[config.mk]
export PLATFORM = sky130hd
export DESIGN_NAME = efpga_op_arbiter
export DESIGN_NICKNAME = d
export VERILOG_FILES = /design/src/rtl/efpga_op_arbiter.sv
export SDC_FILE = /design/constraint.sdc
export NUM_CORES = 1
export LEC_CHECK = 0
export CAP_MARGIN = 5
export CELL_PAD_IN_SITES_DETAIL_PLACEMENT = 1
export CELL_PAD_IN_SITES_GLOBAL_PLACEMENT = 2
export CORE_UTILIZATION = 30
export CTS_CLUSTER_DIAMETER = 30
export DETAILED_ROUTE_END_ITERATION = 8
export GPL_TIMING_DRIVEN = 0
export HOLD_SLACK_MARGIN = 0.05
export PLACE_DENSITY = 0.89
export SYNTH_ARGS = -nofsm -noshare
export SYNTH_HDL_FRONTEND = slang
export SYNTH_SLANG_ARGS = --single-unit
export TNS_END_PERCENT = 20
[constraint.sdc]
create_clock -name wb_clk_i -period 2.72 [get_ports wb_clk_i]
set_input_delay 0.544 -clock wb_clk_i [delete_from_list [all_inputs] [get_ports wb_clk_i]]
set_output_delay 0.544 -clock wb_clk_i [all_outputs]
set_load 0.005 [all_outputs]
[src/rtl/efpga_op_arbiter.sv]
// efpga_op_arbiter: shares the single eFPGA custom-instruction slot between two
// cores. Each core has a holding register. Grants are round-robin. Each
// operation gets one issue pulse and completes after a fixed delay or on the
// fabric's done signal (with a timeout). Results return to the owner with a
// one-cycle done pulse.
//
// Handshake: req_N_i is a one-cycle request pulse. It is accepted only while
// busy_N_o is low, so busy_N_o is the inverse of ready. busy_N_o rises the
// cycle after acceptance and falls on the edge that enters RESP. done_N_o is
// a one-cycle valid with no back-pressure. err_N_o and res_*_N_o are
// qualified by done_N_o.
module efpga_op_arbiter #(
  parameter int TIMEOUT = 256
) (
  input  logic        wb_clk_i,
  input  logic        wb_rst_ni,
  // core 1
  input  logic        req_1_i,
  input  logic [1:0]  operator_1_i,
  input  logic [1:0]  delay_1_i,
  input  logic [31:0] operand_a_1_i,
  input  logic [31:0] operand_b_1_i,
  output logic        busy_1_o,
  output logic        done_1_o,
  output logic        err_1_o,
  output logic [31:0] res_a_1_o,
  output logic [31:0] res_b_1_o,
  output logic [31:0] res_c_1_o,
  // core 2
  input  logic        req_2_i,
  input  logic [1:0]  operator_2_i,
  input  logic [1:0]  delay_2_i,
  input  logic [31:0] operand_a_2_i,
  input  logic [31:0] operand_b_2_i,
  output logic        busy_2_o,
  output logic        done_2_o,
  output logic        err_2_o,
  output logic [31:0] res_a_2_o,
  output logic [31:0] res_b_2_o,
  output logic [31:0] res_c_2_o,
  // fabric side
  output logic        efpga_en_o,
  output logic [1:0]  efpga_operator_o,
  output logic [1:0]  efpga_delay_o,
  output logic [31:0] efpga_operand_a_o,
  output logic [31:0] efpga_operand_b_o,
  input  logic [31:0] efpga_res_a_i,
  input  logic [31:0] efpga_res_b_i,
  input  logic [31:0] efpga_res_c_i,
  input  logic        efpga_done_i,
  output logic        grant_o,
  // debug: current FSM state encoding
  output logic [1:0]  dbg_state_o
);

  localparam int CW = $clog2(TIMEOUT + 1);

  typedef enum logic [1:0] {
    IDLE  = 2'd0,
    ISSUE = 2'd1,
    WAIT  = 2'd2,
    RESP  = 2'd3
  } state_t;

  state_t state_q, state_d;

  // holding registers
  logic [1:0]  op_h1, dly_h1, op_h2, dly_h2;
  logic [31:0] a_h1, b_h1, a_h2, b_h2;
  logic        pend_1, pend_2, active_1, active_2;
  logic        err_q1, err_q2;
  logic        last_grant;  // 0 = core 1, 1 = core 2
  logic [CW-1:0] cnt_q;

  logic acc_1, acc_2;
  logic do_grant, grant_2, finish, tmo;
  logic fixed_dly, finish_ok, timeout_hit, pick_2, other_pend;

  assign acc_1 = req_1_i & ~busy_1_o;
  assign acc_2 = req_2_i & ~busy_2_o;

  // On a tie the core that did not own the last grant wins.
  assign pick_2     = (pend_1 & pend_2) ? ~last_grant : pend_2;
  assign other_pend = last_grant ? pend_1 : pend_2;

  assign fixed_dly   = (efpga_delay_o != 2'd0);
  assign finish_ok   = fixed_dly ? (cnt_q == (CW'(efpga_delay_o) - CW'(1))) : efpga_done_i;
  assign timeout_hit = !fixed_dly && !efpga_done_i && (cnt_q == CW'(TIMEOUT - 1));

  assign efpga_en_o  = (state_q == ISSUE);
  assign done_1_o    = (state_q == RESP) & active_1;
  assign done_2_o    = (state_q == RESP) & active_2;
  assign err_1_o     = done_1_o & err_q1;
  assign err_2_o     = done_2_o & err_q2;
  assign grant_o     = last_grant;
  assign dbg_state_o = state_q;

  // FSM state register
  always_ff @(posedge wb_clk_i or negedge wb_rst_ni) begin
    if (!wb_rst_ni) state_q <= IDLE;
    else            state_q <= state_d;
  end

  // next-state, grant decision and completion detection
  always_comb begin
    state_d  = state_q;
    do_grant = 1'b0;
    grant_2  = pick_2;
    finish   = 1'b0;
    tmo      = 1'b0;
    case (state_q)
      IDLE: begin
        if (pend_1 | pend_2) begin
          do_grant = 1'b1;
          state_d  = ISSUE;
        end
      end
      ISSUE: state_d = WAIT;
      WAIT: begin
        if (finish_ok) begin
          finish  = 1'b1;
          state_d = RESP;
        end else if (timeout_hit) begin
          finish  = 1'b1;
          tmo     = 1'b1;
          state_d = RESP;
        end
      end
      RESP: begin
        // Hand the slot straight to a waiting core without an IDLE bubble.
        if (other_pend) begin
          do_grant = 1'b1;
          grant_2  = ~last_grant;
          state_d  = ISSUE;
        end else begin
          state_d = IDLE;
        end
      end
      default: state_d = IDLE;
    endcase
  end

  // request acceptance into the per-core holding registers
  always_ff @(posedge wb_clk_i or negedge wb_rst_ni) begin
    if (!wb_rst_ni) begin
      op_h1 <= '0; dly_h1 <= '0; a_h1 <= '0; b_h1 <= '0;
      op_h2 <= '0; dly_h2 <= '0; a_h2 <= '0; b_h2 <= '0;
    end else begin
      if (acc_1) begin
        op_h1 <= operator_1_i; dly_h1 <= delay_1_i;
        a_h1  <= operand_a_1_i; b_h1  <= operand_b_1_i;
      end
      if (acc_2) begin
        op_h2 <= operator_2_i; dly_h2 <= delay_2_i;
        a_h2  <= operand_a_2_i; b_h2  <= operand_b_2_i;
      end
    end
  end

  // pend / active / busy bookkeeping per core
  always_ff @(posedge wb_clk_i or negedge wb_rst_ni) begin
    if (!wb_rst_ni) begin
      pend_1   <= 1'b0; pend_2   <= 1'b0;
      active_1 <= 1'b0; active_2 <= 1'b0;
      busy_1_o <= 1'b0; busy_2_o <= 1'b0;
    end else begin
      pend_1 <= acc_1 | (pend_1 & ~(do_grant & ~grant_2));
      pend_2 <= acc_2 | (pend_2 & ~(do_grant &  grant_2));

      if (do_grant & ~grant_2)  active_1 <= 1'b1;
      else if (state_q == RESP) active_1 <= 1'b0;
      if (do_grant & grant_2)   active_2 <= 1'b1;
      else if (state_q == RESP) active_2 <= 1'b0;

      // busy falls on the edge entering RESP so the owner may re-request there
      if (acc_1)                    busy_1_o <= 1'b1;
      else if (finish & active_1)   busy_1_o <= 1'b0;
      if (acc_2)                    busy_2_o <= 1'b1;
      else if (finish & active_2)   busy_2_o <= 1'b0;
    end
  end

  // grant owner and registered fabric request outputs
  always_ff @(posedge wb_clk_i or negedge wb_rst_ni) begin
    if (!wb_rst_ni) begin
      last_grant        <= 1'b1;
      efpga_operator_o  <= '0;
      efpga_delay_o     <= '0;
      efpga_operand_a_o <= '0;
      efpga_operand_b_o <= '0;
    end else if (do_grant) begin
      last_grant        <= grant_2;
      efpga_operator_o  <= grant_2 ? op_h2  : op_h1;
      efpga_delay_o     <= grant_2 ? dly_h2 : dly_h1;
      efpga_operand_a_o <= grant_2 ? a_h2   : a_h1;
      efpga_operand_b_o <= grant_2 ? b_h2   : b_h1;
    end
  end

  // WAIT cycle counter, cleared while issuing
  always_ff @(posedge wb_clk_i or negedge wb_rst_ni) begin
    if (!wb_rst_ni)              cnt_q <= '0;
    else if (state_q == ISSUE)   cnt_q <= '0;
    else if (state_q == WAIT)    cnt_q <= cnt_q + CW'(1);
  end

  // result capture into the owner's result registers; a timeout clears them
  always_ff @(posedge wb_clk_i or negedge wb_rst_ni) begin
    if (!wb_rst_ni) begin
      res_a_1_o <= '0; res_b_1_o <= '0; res_c_1_o <= '0; err_q1 <= 1'b0;
      res_a_2_o <= '0; res_b_2_o <= '0; res_c_2_o <= '0; err_q2 <= 1'b0;
    end else if (finish) begin
      if (active_1) begin
        res_a_1_o <= tmo ? '0 : efpga_res_a_i;
        res_b_1_o <= tmo ? '0 : efpga_res_b_i;
        res_c_1_o <= tmo ? '0 : efpga_res_c_i;
        err_q1    <= tmo;
      end
      if (active_2) begin
        res_a_2_o <= tmo ? '0 : efpga_res_a_i;
        res_b_2_o <= tmo ? '0 : efpga_res_b_i;
        res_c_2_o <= tmo ? '0 : efpga_res_c_i;
        err_q2    <= tmo;
      end
    end
  end

endmodule

==> impl_metrics.py, run 1 <==
metrics = {
    "status": {
        "status": "complete, no violations",
    },
    "place": {
        "place_inst": 2481,
        "place_congestion": 0.778,
        "io_buffers": 506,
        "dp_hpwl_mm": 39.2,
        "dp_slack_ps": -934,
        "placedInstanceArea_um2": 23200,
    },
    "clock_network": {
        "numCtsBuffers": 104,
        "cts.sinks": 416,
        "clockBufferDepth": 3,
        "cts_tree": "done",
        "clk_latency_ps": 630,
        "clk_pin_slew_ps": 50,
        "clock-root-buffer": "clkbuf_16",
        "htreeDepth": 3,
    },
    "layout": {
        "utilization_pct": 49.3,
        "finalInstanceArea_um2": 27700,
        "nFillCells": 5653,
        "finalNonFillerCells": 2699,
        "drive_above_1_share_pct": 29.2,
        "syn_to_final_growth_pct": 62.5,
        "nets": 2100,
    },
    "sta": {
        "fin_crit_sh_pct": 99.4,
        "max_clock_freq_mhz": 370,
        "rsz0062_at_grt": "yes",
        "relSlewSlack_pct": 38.0,
        "fin_ws_ps": 16.8,
        "fin_skew_ps": 22.0,
        "final-setup-viol-count": 0,
        "worst_pin_slew_ps": 930,
        "period_minus_slack_ps": 2700,
        "finalHoldViolCount": 0,
        "drv_slew": 0,
    },
    "synth": {
        "synth.distinct_cells": 38,
        "yosysSeqAreaShare_pct": 61.0,
        "yosysWarnings": 0,
        "syn-cell-area_um2": 17100,
        "synthArstFlopShare_pct": 100,
        "ys_seq_elements": 416,
        "synthTopCellsByArea": "dfrtp_1 61%, mux2_2 19%, mux2i_1 4.0%",
        "synth.avg_cell_area_um2": 14.0,
        "syn_inst": 1216,
        "yosysMostFrequentCell": "dfrtp_1",
        "yosysTopAreaCellShare_pct": 60.8,
        "synth_edf_count": 0,
        "synth_top_flop_cell": "dfrtp_1",
        "yosys.area.top_type": "dfrtp_1",
        "synth_nets": 1462,
        "ys_top_cells_by_count": "415 x dfrtp_1, 294 x mux2_2, 98 x and2_1, 76 x nand2_1, 72 x o21ai_0",
    },
    "pwr": {
        "p_leak_nw": 12.0,
        "power.total_mw": 36.3,
        "vdd_drop_max_v": 0.000778,
        "powerDensity_nw_per_um2": 1310,
    },
    "drt": {
        "drt_wl_total_mm": 58.4,
        "drt_pass1_iterations": 4,
        "drt-wirelength-per-cell_um": 21.6,
        "vias": 12500,
        "ant_nets": 0,
        "drt_iter0_drc": 374,
        "drt-vias-per-instance": 4.64,
        "drc_errors": 0,
    },
    "worst_setup_path": {
        "cp_common_cell": "buf_12",
        "startpoint_type": "flip-flop",
        "critPathSlowestCell": "dfrtp_2",
        "worstPathCellList": "inv_4, ha_4, nand3_2, or3_4, a2111oi_4, buf_4, o211a_1, buf_8, buf_12, buf_12, buf_12, mux2_4",
        "cp_data_arrival_time_ps": 3190,
        "startpoint": "efpga_delay_o[1]",
        "required_ps": 3210,
        "r2r_start": "efpga_delay_o[1]",
        "worstSetupEndpointType": "flip-flop",
        "crit_type": "reg -> reg",
        "worstPathMaxFanout": 6,
        "cpPeakStageDelay_ps": 430,
    },
    "global_routing": {
        "grt-ovfl-total": 0,
        "grt_first_pass_wirelength_mm": 87.1,
        "grt_max_degree": 124,
        "antenna_found_initial": 5,
        "grt_pass1_vias": 14300,
        "grt.total_usage_pct": 19.9,
    },
    "flow_run": {
        "maxCapViolCount": 0,
    },
    "worst_hold_path": {
        "hp-class": "reg -> reg",
        "hold_path_startpoint": "efpga_operand_a_o[25]",
    },
    "die": {
        "pin_count": 507,
        "core_area_um2": 56300,
        "dieHeight_um": 241,
        "dieArea_um2": 57900,
        "num_rows": 87,
        "die_x_um": 241,
        "start_util_pct": 30.3,
    },
}
final timing paths:
kind | end | slack (ps) | cells past startpoint
min | efpga_operand_a_o[25] | 470 | 2
max reg2reg | res_c_1_o[31] | 20 | 12
max | res_c_1_o[31] | 20 | 12
max in group asynchronous | efpga_delay_o[0] | 620 | 4
min in group asynchronous | res_b_1_o[29] | 550 | 2
min reg2reg | efpga_operand_a_o[25] | 470 | 2
cell families (layout without fill, tap and decap cells):
group	count (synthesis)	after routing	synth area share [%]
other	0	1	0
xor gates and xnor gates	6	6	0.308
adders and majority gates	9	9	0.659
muxes	399	399	25.8
buffers and inverters	88	814	2.80
AOI/OAI and AO/OA	97	97	3.23
and+or+nand+nor	201	201	6.22
DFF	416	416	61.0
routing by layer:
layer	track usage [%]	wire length, um	vias up	share of wire (%)
met3	8.67	6040	118	10
met1	21.0	21000	6394	36
met4	7.04	1590	8	2.7
met5	0	54	-	0.092
met2	34.9	29800	464	51
li1	-	-	5530	-
cell type report:
| cell class | count | area (um^2) | area share (%) |
|---|---|---|---|
| clock inverter | 49 | 778 | 2.81 |
| inverter | 15 | 61.3 | 0.221 |
| antenna | 1 | 2.50 | 0.00902 |
| buffer | 72 | 587 | 2.12 |
| sequential | 416 | 10400 | 37.5 |
| tap | 756 | 946 | 3.41 |
| timing repair buffer | 533 | 5440 | 19.6 |
| clock buffer | 145 | 3030 | 10.9 |
| multi-input combinational | 712 | 6480 | 23.4 |
placed cells by master, fill, tap and decap left out, drive strengths merged, types with 3 or more instances in the layout:
cell             n
o22ai            7
clkinv          21
nor2             3
buf             57
nor2b            3
nand2b           3
o21bai           3
and2            98
mux2i           69
ha               9
o21ai           72
bufinv          19
inv             16
nand2           76
mux2           330
o211a            3
clkinvlp         8
clkbuf         187
nand3            5
dfrtp          415
and3             3
xor2             4
clkdlybuf4s50  504
a21oi            6
through the flow:
step           hold WS [ps]  setup TNS, ps
2_1_floorplan           248              0
3_3_place_gp            461       -7175280
3_5_place_dp            472        -112950
4_1_cts                 479          -5420
5_1_grt                 495          -4170
6_report                473              0
worst max-delay path, delay by kind of cell, from the launching register on:
family / cells / cell delay [ps]
and+or+nand+nor: 2 / 410
AOI/OAI and AO/OA: 2 / 510
adders and majority gates: 1 / 130
muxes: 1 / 290
buffers and inverters: 6 / 780
DFF: 1 / 430
where the power goes:
part / total [mW] / internal, mW / switching, mW
registers: 11.1 / 9.25 / 1.83
clock network: 13.3 / 9.46 / 3.81
logic: 11.9 / 7.11 / 4.81
total: 36.3 / 25.8 / 10.5
registers in the layout, indices dropped and copies added, names as in the netlist, 2 cells and up:
| signal | flops |
|---|---|
| a_h1 | 32 |
| a_h2 | 32 |
| b_h1 | 32 |
| b_h2 | 32 |
| efpga_operand_a_o | 32 |
| efpga_operand_b_o | 32 |
| res_a_1_o | 32 |
| res_a_2_o | 32 |
| res_b_1_o | 32 |
| res_b_2_o | 32 |
| res_c_1_o | 32 |
| res_c_2_o | 32 |
| cnt_q | 9 |
| dbg_state_o | 2 |
| dly_h1 | 2 |
| dly_h2 | 2 |
| efpga_delay_o | 2 |
| efpga_operator_o | 2 |
| op_h1 | 2 |
| op_h2 | 2 |
repair_timing:
item	4_1_cts	5_1_grt
gates resized for setup	53	79
setup buffers	19	2
setup endpoints to repair	267	192
hold endpoints to repair	89	0
pin swaps	2	3
hold buffers	1	0
cloned	2	0
No activity file was read; power rests on OpenSTA's default activity.
==> run 2: changes to the inputs <==
--- a/config.mk
+++ b/config.mk
@@ -10,6 +10,7 @@
 export CELL_PAD_IN_SITES_GLOBAL_PLACEMENT = 2
 export CORE_UTILIZATION = 30
 export CTS_CLUSTER_DIAMETER = 30
+export CTS_CLUSTER_SIZE = 20
 export DETAILED_ROUTE_END_ITERATION = 8
 export GPL_TIMING_DRIVEN = 0
 export HOLD_SLACK_MARGIN = 0.05
==> results of run 2 <==
Final layout, timing and power as in run 1 (identical DEF).
==> run 3: changes to the inputs <==
--- a/config.mk
+++ b/config.mk
@@ -8,13 +8,13 @@
 export CAP_MARGIN = 5
 export CELL_PAD_IN_SITES_DETAIL_PLACEMENT = 1
 export CELL_PAD_IN_SITES_GLOBAL_PLACEMENT = 2
-export CORE_UTILIZATION = 30
+export CORE_UTILIZATION = 31
 export CTS_CLUSTER_DIAMETER = 30
 export CTS_CLUSTER_SIZE = 20
 export DETAILED_ROUTE_END_ITERATION = 8
 export GPL_TIMING_DRIVEN = 0
 export HOLD_SLACK_MARGIN = 0.05
-export PLACE_DENSITY = 0.89
+export PLACE_DENSITY = 0.91
 export SYNTH_ARGS = -nofsm -noshare
 export SYNTH_HDL_FRONTEND = slang
 export SYNTH_SLANG_ARGS = --single-unit
==> run 3 against run 2 <==
  * Combinational power fell by 3%
  * Critical path depth fell by 3
  * Clock skew is 8.7 ps higher
  * Critical path type unchanged
  * Critical endpoint is now res_a_2_o[9]
  * Largest power group unchanged
==> impl_metrics.py, run 3 (synthesis gave the netlist of run 1 again) <==
metrics = {
    "sta": {
        "rsz0062_at_grt": "yes",
        "holdWs_ps": 479,
        "fin_crit_sh_pct": 96.6,
        "period_minus_slack_ps": 2630,
        "max_clock_freq_mhz": 381,
        "final-setup-viol-count": 0,
        "drv_slew": 0,
        "worst_pin_slew_ps": 877,
        "relSlewSlack_pct": 41.6,
        "finalHoldViolCount": 0,
        "tns_ps": 0,
        "fin_skew_ps": 30.7,
    },
    "worst_setup_path": {
        "cp_num_buf_inv": 3,
        "crit_type": "reg -> reg",
        "cpPeakStageDelay_ps": 390,
        "cp.depth": 9,
        "worstSetupEndpointType": "flip-flop",
        "startpoint_type": "flip-flop",
        "worstPathMaxFanout": 10,
        "r2r_cells": 9,
        "required_ps": 3200,
        "cp_data_arrival_time_ps": 3100,
        "critPathSlowestCell": "a2111oi_4",
        "worstPathCellList": "inv_2, ha_4, nand3_1, or3_4, a2111oi_4, o211a_1, buf_8, buf_4, mux2_2",
        "crit_family": "compound AO/OA/AOI/OAI gates",
    },
    "clock_network": {
        "clock-root-buffer": "clkbuf_16",
        "cts_tree": "done",
        "clockBufferDepth": 3,
        "htreeDepth": 3,
        "clk_pin_slew_ps": 50,
        "numCtsBuffers": 101,
        "cts.sinks": 416,
        "clk_latency_ps": 630,
    },
    "status": {
        "status": "complete, no violations",
    },
    "layout": {
        "utilization_pct": 49.8,
        "nFillCells": 5384,
        "drive_above_1_share_pct": 27.7,
        "nets": 2085,
        "mostFrequentLayoutCell": "clkdlybuf4s50_1",
        "syn_to_final_growth_pct": 57.8,
        "mostFrequentLayoutCells": "504 x clkdlybuf4s50_1, 414 x dfrtp_1, 292 x mux2_2",
    },
    "place": {
        "place_congestion": 0.782,
        "io_buffers": 506,
        "dp_hpwl_mm": 39.0,
    },
    "drt": {
        "drc_errors": 0,
        "drt-wirelength-per-cell_um": 21.8,
        "ant_nets": 0,
        "drt_iter0_drc": 398,
        "drt-vias-per-instance": 4.73,
        "drt_pass1_iterations": 4,
        "drt_wl_total_mm": 57.1,
        "vias": 12400,
    },
    "die": {
        "start_util_pct": 31.5,
        "die_x_um": 237,
        "core_area_um2": 54100,
        "pin_count": 507,
        "num_rows": 85,
        "dieHeight_um": 237,
        "dieArea_um2": 56000,
    },
    "pwr": {
        "vdd_drop_max_v": 0.000773,
        "p_leak_nw": 11.7,
        "powerDensity_nw_per_um2": 1310,
    },
    "global_routing": {
        "grt.total_usage_pct": 20.6,
        "grt_pass1_vias": 14400,
        "grt-ovfl-total": 0,
        "antenna_found_initial": 6,
        "grt_max_degree": 122,
        "grt_first_pass_wirelength_mm": 88.6,
    },
    "flow_run": {
        "maxCapViolCount": 0,
    },
    "worst_hold_path": {
        "hp-class": "reg -> reg",
        "min_path_cells": 2,
    },
}
[run 3: cell types whose count changed in the layout (fill, tap and decap cells not counted), sizes merged]
cell / change
clkinvlp: +6
bufinv: -5
clkbuf: -15
clkinv: +1
buf: -9
diode: +1
inv: +5
[run 3: what timing repair did]
item	CTS	global route
pin swaps	3	2
hold endpoints to repair	84	0
setup buffers	9	2
hold buffers	1	0
gates resized for setup	21	13
setup endpoints to repair	265	191
[run 3: metrics by stage]
step / cell area (um^2) / std cells / total power [mW] / setup slack [ps]
6_report: 26900 / 2623 / 35.2 / 93.5
5_1_grt: 26900 / 2623 / 37.1 / -19.2
4_1_cts: 26900 / 2619 / 35.6 / 4.52
3_5_place_dp: 23100 / 2421 / 22.4 / -1010
3_3_place_gp: 23000 / 2418 / 21.8 / -16880
2_1_floorplan: 17100 / 1216 / 15.8 / 306
[run 3: worst min-delay path: cells and delay by family, from the launching register on]
kind	cells	cell delay, ps
DFF	1	340
and+or+nand+nor	1	50
AOI/OAI and AO/OA	1	60
[run 3: layout make-up]
class | instances | area, um^2 | share of cell area (%)
sequential | 416 | 10400 | 38.6
multi-input combinational | 712 | 6220 | 23.1
timing repair buffer | 521 | 5270 | 19.6
clock buffer | 133 | 2910 | 10.8
tap | 696 | 871 | 3.23
clock inverter | 56 | 739 | 2.74
buffer | 72 | 458 | 1.70
inverter | 15 | 56.3 | 0.209
antenna | 2 | 5.00 | 0.0186
[run 3: layer usage]
layer  vias to the layer above  part of all wire (%)  track usage (%)
met1                      6347                    37             22.6
met5                         -                 0.068                0
li1                       5488                     -                -
met4                         8                   2.8             8.05
met3                       107                   8.4             7.94
met2                       454                    51             35.9
[run 3: path summary, 6_finish.rpt]
kind,slack (ps),to,from
max,90,res_a_2_o[9],efpga_delay_o[1]
min,480,efpga_operand_b_o[9],efpga_operand_b_o[9]
max reg2reg,90,res_a_2_o[9],efpga_delay_o[1]
min reg2reg,480,efpga_operand_b_o[9],efpga_operand_b_o[9]
max in group asynchronous,640,res_c_2_o[2],wb_rst_ni
min in group asynchronous,540,b_h1[20],wb_rst_ni
[run 3: where the power goes]
group          leakage (nW)  internal, mW  switching, mW
registers              5.14          9.25           1.80
logic                  4.78          6.73           4.74
clock network          1.77          8.81           3.86
